===== src/rtl/uart_tx_feeder_if.sv =====
`default_nettype none
// ============================================================================
//  Module   : uart_tx_feeder_if
//  Brief    : Host-write / TX-launch bundle for uart_tx_feeder. The OVERFLOW
//             and OVF_CLR pair exists only with UART_TX_FEEDER_OVF_EN.
//  Revision : 1.0  initial release
// ============================================================================
interface uart_tx_feeder_if #(
    parameter int DATA_WIDTH = 8,
    parameter int PTR_W      = 3
);
    logic                  WR_EN;
    logic [DATA_WIDTH-1:0] WR_DATA;
    logic                  FULL;
    logic                  EMPTY;
    logic [PTR_W:0]        COUNT;
    logic                  TX_BUSY;
    logic [DATA_WIDTH-1:0] P_DATA;
    logic                  DATA_VALID;
`ifdef UART_TX_FEEDER_OVF_EN
    logic                  OVERFLOW;
    logic                  OVF_CLR;

    modport master (
        output WR_EN, WR_DATA, TX_BUSY, OVF_CLR,
        input  FULL, EMPTY, COUNT, P_DATA, DATA_VALID, OVERFLOW
    );
    modport slave (
        input  WR_EN, WR_DATA, TX_BUSY, OVF_CLR,
        output FULL, EMPTY, COUNT, P_DATA, DATA_VALID, OVERFLOW
    );
`else
    modport master (
        output WR_EN, WR_DATA, TX_BUSY,
        input  FULL, EMPTY, COUNT, P_DATA, DATA_VALID
    );
    modport slave (
        input  WR_EN, WR_DATA, TX_BUSY,
        output FULL, EMPTY, COUNT, P_DATA, DATA_VALID
    );
`endif
endinterface
`default_nettype wire


===== src/rtl/uart_tx_feeder.sv =====
`default_nettype none
// ============================================================================
//  Module   : uart_tx_feeder
//  Brief    : FIFO plus launch controller pacing words into a UART TX FSM via
//             its registered BUSY flag. Optional sticky drop flag is enabled by
//             defining UART_TX_FEEDER_OVF_EN.
//  Revision : 1.0  initial release
// ============================================================================
module uart_tx_feeder #(
    parameter int DATA_WIDTH = 8,
    parameter int DEPTH      = 8,
    parameter int PTR_W      = 3,
    parameter int BUSY_TO    = 4
) (
    input  logic            CLK,
    input  logic            RST,
    uart_tx_feeder_if.slave fif
);
    localparam int c_CNT_W = PTR_W + 1;
    localparam int c_TO_W  = (BUSY_TO < 2) ? 1 : $clog2(BUSY_TO + 1);

    localparam logic [c_CNT_W-1:0] c_DEPTH   = c_CNT_W'(DEPTH);
    localparam logic [c_CNT_W-1:0] c_CNT_ONE = c_CNT_W'(1);
    localparam logic [PTR_W-1:0]   c_PTR_ONE = PTR_W'(1);
    localparam logic [c_TO_W-1:0]  c_TO_ONE  = c_TO_W'(1);
    localparam logic [c_TO_W-1:0]  c_TO_LAST = c_TO_W'(BUSY_TO - 1);

    typedef enum logic [1:0] {
        S_IDLE      = 2'd0,
        S_LAUNCH    = 2'd1,
        S_WAIT_BUSY = 2'd2,
        S_WAIT_DONE = 2'd3
    } state_t;

    state_t                r_state;
    logic [DATA_WIDTH-1:0] r_mem [DEPTH];
    logic [PTR_W-1:0]      r_wr_ptr;
    logic [PTR_W-1:0]      r_rd_ptr;
    logic [c_CNT_W-1:0]    r_count;
    logic [c_TO_W-1:0]     r_to_cnt;
    logic [DATA_WIDTH-1:0] r_p_data;
    logic                  r_data_valid;

    logic w_full;
    logic w_empty;
    logic w_pop;
    logic w_push;

    assign w_full  = (r_count == c_DEPTH);
    assign w_empty = (r_count == '0);
    // The only pop is the IDLE->LAUNCH edge, so a full FIFO can accept a word there.
    assign w_pop   = (r_state == S_IDLE) && !w_empty && !fif.TX_BUSY;
    assign w_push  = fif.WR_EN && (!w_full || w_pop);

    always_ff @(posedge CLK) begin
        if (w_push) begin
            r_mem[r_wr_ptr] <= fif.WR_DATA;
        end
    end

    always_ff @(posedge CLK) begin
        if (RST) begin
            r_wr_ptr <= '0;
            r_rd_ptr <= '0;
            r_count  <= '0;
        end else begin
            if (w_push) begin
                r_wr_ptr <= r_wr_ptr + c_PTR_ONE;
            end
            if (w_pop) begin
                r_rd_ptr <= r_rd_ptr + c_PTR_ONE;
            end
            case ({w_push, w_pop})
                2'b10:   r_count <= r_count + c_CNT_ONE;
                2'b01:   r_count <= r_count - c_CNT_ONE;
                default: r_count <= r_count;
            endcase
        end
    end

    always_ff @(posedge CLK) begin
        if (RST) begin
            r_state      <= S_IDLE;
            r_data_valid <= 1'b0;
            r_p_data     <= '0;
            r_to_cnt     <= '0;
        end else begin
            r_data_valid <= 1'b0;
            case (r_state)
                S_IDLE: begin
                    if (w_pop) begin
                        r_state      <= S_LAUNCH;
                        r_data_valid <= 1'b1;
                        r_p_data     <= r_mem[r_rd_ptr];
                    end
                end
                S_LAUNCH: begin
                    r_to_cnt <= '0;
                    r_state  <= S_WAIT_BUSY;
                end
                S_WAIT_BUSY: begin
                    // A TX that never acknowledges still consumes the word.
                    if (fif.TX_BUSY) begin
                        r_state <= S_WAIT_DONE;
                    end else if (r_to_cnt == c_TO_LAST) begin
                        r_state <= S_IDLE;
                    end else begin
                        r_to_cnt <= r_to_cnt + c_TO_ONE;
                    end
                end
                S_WAIT_DONE: begin
                    if (!fif.TX_BUSY) begin
                        r_state <= S_IDLE;
                    end
                end
                default: r_state <= S_IDLE;
            endcase
        end
    end

`ifdef UART_TX_FEEDER_OVF_EN
    logic w_drop;
    logic r_overflow;

    assign w_drop = fif.WR_EN && w_full && !w_pop;

    // Set has priority so a drop coinciding with a clear is never lost.
    always_ff @(posedge CLK) begin
        if (RST) begin
            r_overflow <= 1'b0;
        end else if (w_drop) begin
            r_overflow <= 1'b1;
        end else if (fif.OVF_CLR) begin
            r_overflow <= 1'b0;
        end
    end

    assign fif.OVERFLOW = r_overflow;
`endif

    assign fif.FULL       = w_full;
    assign fif.EMPTY      = w_empty;
    assign fif.COUNT      = r_count;
    assign fif.P_DATA     = r_p_data;
    assign fif.DATA_VALID = r_data_valid;

endmodule
`default_nettype wire

===== src/flat_wrapper.sv =====
// flat-port wrapper written by rule: the top's interface ports become plain ports
module uart_tx_feeder_flat 
#(
    parameter int DATA_WIDTH = 8,
    parameter int DEPTH      = 8,
    parameter int PTR_W      = 3,
    parameter int BUSY_TO    = 4
)
  (CLK, RST, fif_WR_EN, fif_WR_DATA, fif_TX_BUSY, fif_FULL, fif_EMPTY, fif_COUNT, fif_P_DATA, fif_DATA_VALID);
  uart_tx_feeder_if #(.DATA_WIDTH(DATA_WIDTH), .PTR_W(PTR_W)) fif_i ();
  input  logic CLK;
  input  logic RST;
  input wire logic [$bits(fif_i.WR_EN)-1:0] fif_WR_EN;
  input wire logic [$bits(fif_i.WR_DATA)-1:0] fif_WR_DATA;
  input wire logic [$bits(fif_i.TX_BUSY)-1:0] fif_TX_BUSY;
  output wire logic [$bits(fif_i.FULL)-1:0] fif_FULL;
  output wire logic [$bits(fif_i.EMPTY)-1:0] fif_EMPTY;
  output wire logic [$bits(fif_i.COUNT)-1:0] fif_COUNT;
  output wire logic [$bits(fif_i.P_DATA)-1:0] fif_P_DATA;
  output wire logic [$bits(fif_i.DATA_VALID)-1:0] fif_DATA_VALID;
  assign fif_i.WR_EN = fif_WR_EN;
  assign fif_i.WR_DATA = fif_WR_DATA;
  assign fif_i.TX_BUSY = fif_TX_BUSY;
  assign fif_FULL = fif_i.FULL;
  assign fif_EMPTY = fif_i.EMPTY;
  assign fif_COUNT = fif_i.COUNT;
  assign fif_P_DATA = fif_i.P_DATA;
  assign fif_DATA_VALID = fif_i.DATA_VALID;
  uart_tx_feeder #(.DATA_WIDTH(DATA_WIDTH), .DEPTH(DEPTH), .PTR_W(PTR_W), .BUSY_TO(BUSY_TO)) u_core (.CLK(CLK), .RST(RST), .fif(fif_i));
endmodule

===== config.mk =====
export PLATFORM = sky130hd
export DESIGN_NAME = uart_tx_feeder_flat
export DESIGN_NICKNAME = d
export VERILOG_FILES = /design/src/rtl/uart_tx_feeder_if.sv /design/src/rtl/uart_tx_feeder.sv /design/src/flat_wrapper.sv
export SDC_FILE = /design/constraint.sdc
export NUM_CORES = 1
export LEC_CHECK = 0
export ABC_AREA = 1
export CAP_MARGIN = 0
export CORE_UTILIZATION = 40
export DETAILED_ROUTE_END_ITERATION = 8
export SETUP_SLACK_MARGIN = 0.05
export SLEW_MARGIN = 15
export SYNTH_ARGS = -nofsm -noshare
export SYNTH_HDL_FRONTEND = slang
export SYNTH_SLANG_ARGS = --single-unit

===== constraint.sdc =====
create_clock -name CLK -period 2.43 [get_ports CLK]
set_clock_uncertainty 0.15 [all_clocks]
set_input_delay 0.6075 -clock CLK [delete_from_list [all_inputs] [get_ports CLK]]
set_output_delay 0.6075 -clock CLK [all_outputs]
set_load 0.01 [all_outputs]

==> results.toml <==
[timing]
tightest_slew_ns = 0.615
setup_violations = 0
maxSlewHeadroom_pct = 59.0
fmax_ghz = 0.455
fin_crit_ns = 2.20
rsz0062_at_grt = "false"
maxSlewViolCount = 0
timing.final.crit_share_pct = 90.5
hold_viol = 0
fin_ws_ns = 0.231

[yosys]
ys_seq_area_share_pct = 61.0
synth_adder_area_share_pct = 2.22
synthCells = 410
ys_types = 29
syn-num-nets = 429
synth_compound_area_share_pct = 4.10
synthXorXnorAreaFrac_pct = 0.889
synthMuxAreaShare_pct = 0
synth_simple_gate_area_share_pct = 22.5
syn_area_sq_um = 3940
syn_area_per_cell_sq_um = 9.61
yosysWarnings = 0
synth_top_family_by_area = "simple AND/OR/NAND/NOR gates"
ys_ff_latch = 88

[final_layout]
fin_cells = 592
nets = 477
drive_gt1_share_pct = 13.2
final_common_cell = "nand2_1"
postLayoutCellArea_sq_um = 4630
multi_input_area_sq_um = 1170
regArea_sq_um = 2400
fillers = 901
areaGrowthSynthToFinish_pct = 17.6
antenna-diode-count = 0
final_cell_mix = "nand2_1 (107), edfxtp_1 (64), inv_1 (62)"
fin_util_pct = 49.5

[route]
vias_per_cell = 4.67
drt-total-wl_microns = 8270
met2_length_microns = 4080
drt_pre_antenna_iters = 4
top_layer = "met4"
drc = 0
avgRoutedWirePerCell_microns = 14.0
ant_nets = 0
m1WireLength_microns = 3860
initialDrtViolationCount = 130
vias = 2766
wl_met3_microns = 277

[cts]
cts_sinks = 88
path_clk_slew_ns = 0.09
clockRootBuffer = "clkbuf_8"
clk_latency_ns = 0.35
cts_buffers = 9
cts_setup_buffers = 0
cts_tree = "yes"
cts_max_path_buffers = 2
htreeDepth = 3

[die]
coreArea_sq_um = 9370
dieHeight_microns = 101
die_area_sq_um = 10300
start_util_pct = 42.0
ios = 27
rows = 35
die_x_microns = 101

[job]
drv_cap = 0

[power]
vdd_drop_max_mv = 0.484
switching_share_pct = 36.9
pwr_density_cell_nw_per_um2 = 964
pwr-share-clk_pct = 20.9
switchingPower_w = 0.00165
total_power_w = 0.00447
p_int_w = 0.00282
pwr-share-seq_pct = 42.4
combPwrFrac_pct = 36.7
power.leakage_nw = 1.98

[grt]
grt_pass1_vias = 2616
overflow = 0
gr-usage-all-layers_pct = 18.0
grt_max_degree = 35
grt_first_pass_wirelength_microns = 13500
antenna_found_initial = 0

[worst_hold_path]
min_from = "u_core.fif.P_DATA[7]$_SDFFE_PP0P_"
hp-class = "reg2reg"

[place]
place_area_sq_um = 4460
place_inst = 576
portBuffers = 26
hpwl_microns = 5410
post-place-ws_ns = -0.356
place_congestion = 0.800

[critical_path]
cp-start-kind = "input pin"
crit_start = "fif_TX_BUSY"
slowest_delay_ns = 0.30
crit_buf_inv = 4
cpLargestDelayFamily = "simple AND/OR/NAND/NOR gates"
worstSetupPathType = "in2reg"
worstPathCellList = "dlygate4sd2_1 -> nor2_8 -> inv_2 -> nand2_2 -> nand2_4 -> ha_1 -> nand2_1 -> inv_1 -> nor2_1 -> ha_1 -> a21oi_1 -> xnor2_1 -> o21ai_0 -> inv_1"
reg2reg_to = "u_core.fif.COUNT[2]$_SDFFE_PP0P_"
cp_max_fo = 4
crit_slowest_cell = "dlygate4sd2_1"
ff2ff_setup_slack_ns = 0.30
end_kind = "flip-flop"
endpoint = "u_core.fif.COUNT[2]$_SDFFE_PP0P_"
path_depth = 14
arrival_ns = 2.29
critPathRequiredTime_ns = 2.53
reg2reg_depth = 13
r2r-start = "u_core.fif.COUNT[3]$_SDFFE_PP0P_"

[run_status]
status = "finished, final reports clean"
synth_stat cells:
| cell type | n | area, sq um |
|---|---|---|
| nand2_1 | 107 | 402 |
| edfxtp_1 | 64 | 1920 |
| inv_1 | 64 | 240 |
| nand3_1 | 52 | 260 |
| dfxtp_1 | 24 | 480 |
| nor2_1 | 19 | 71.3 |
| a21oi_1 | 18 | 90.1 |
| o21ai_0 | 11 | 55.1 |
| buf_2 | 7 | 35.0 |
| ha_1 | 7 | 87.6 |
| inv_2 | 6 | 22.5 |
| nor3_1 | 5 | 25.0 |
| buf_4 | 3 | 22.5 |
| nand2_4 | 3 | 33.8 |
| buf_6 | 2 | 22.5 |
| nand2_2 | 2 | 12.5 |
| nor2_4 | 2 | 22.5 |
| xnor2_1 | 2 | 17.5 |
| xor2_1 | 2 | 17.5 |
| and3_1 | 1 | 6.26 |
| clkbuf_2 | 1 | 5.00 |
| clkbuf_4 | 1 | 7.51 |
| clkinv_1 | 1 | 3.75 |
| dlygate4sd1_1 | 1 | 8.76 |
| nor2_2 | 1 | 6.26 |
| nor2_8 | 1 | 20.0 |
| nor3_2 | 1 | 10.0 |
| nor3_4 | 1 | 16.3 |
| o21ai_4 | 1 | 16.3 |
state kept, by name (all words and copies together) (netlist names):
register / cells
u_core.fif.P_DATA: 8
u_core.r_mem: 64
u_core.r_rd_ptr: 3
u_core.fif.COUNT: 4
u_core.r_wr_ptr: 3
u_core.r_to_cnt: 3
u_core.r_state: 2
u_core.fif.DATA_VALID: 1
cell families (layout without fill, tap and decap cells):
kind of cell | Yosys count | after routing
AND/OR/NAND/NOR | 195 | 195
flip-flops | 88 | 88
XOR/XNOR | 4 | 4
buffers and inverters | 86 | 139
AO/OA/AOI/OAI | 30 | 30
adder cells (fa/ha/maj) | 7 | 7
repair_timing:
action / in CTS / in global routing
pin swaps: 0 / 0
gates resized for setup: 4 / 1
setup endpoints to repair: 3 / 1
hold buffers: 0 / 0
gates cloned: 0 / 0
metal layers:
layer  up-vias  track usage (%)
met5         -                0
met4         0             6.58
met3         5             3.04
met2        50             28.5
met1      1298             25.0
li1       1413                -
worst min path at each step:
stage	to	slack, ns	cells after the start
4_1_cts	u_core.fif.P_DATA[7]$_SDFFE_PP0P_	0.32	2
2_1_floorplan	u_core.r_to_cnt[1]$_SDFFE_PP0P_	0.29	2
3_3_place_gp	u_core.r_to_cnt[1]$_SDFFE_PP0P_	0.30	2
6_report	u_core.fif.P_DATA[7]$_SDFFE_PP0P_	0.32	2
5_1_grt	u_core.fif.P_DATA[3]$_SDFFE_PP0P_	0.34	2
3_5_place_dp	u_core.fif.P_DATA[7]$_SDFFE_PP0P_	0.31	2
power groups by stage:
| stage | Clock (W) | Sequential (W) | Combinational [W] |
|---|---|---|---|
| 2_1_floorplan | 0 | 0.00195 | 0.00112 |
| 3_3_place_gp | 0 | 0.00192 | 0.00165 |
| 3_5_place_dp | 0 | 0.00193 | 0.00167 |
| 4_1_cts | 0.000964 | 0.00190 | 0.00166 |
| 5_1_grt | 0.00102 | 0.00192 | 0.00184 |
| 6_report | 0.000935 | 0.00190 | 0.00164 |
layout make-up:
class                   instances  area share (%)
flip-flops and latches         88            51.8
multi-input cells             236            25.2
repair buffers                 52            9.75
inverters                      71            5.75
well taps                     129            3.48
clock buffers                  11            3.05
clock inverters                 5           0.891
worst min-delay path, delay by kind of cell, from the launching register on:
kind	cells	cell delay [ns]
flip-flops	1	0.32
AND/OR/NAND/NOR	1	0.06
AO/OA/AOI/OAI	1	0.05
through the flow:
stage                     hold WS [ns]  setup TNS [ns]
final                            0.321               0
after global routing             0.339               0
after CTS                        0.325               0
after detailed placement         0.312           -8.98
after global placement           0.303           -9.00
after floorplan                  0.293               0
Note: power is estimated with default switching activity, not from simulation.
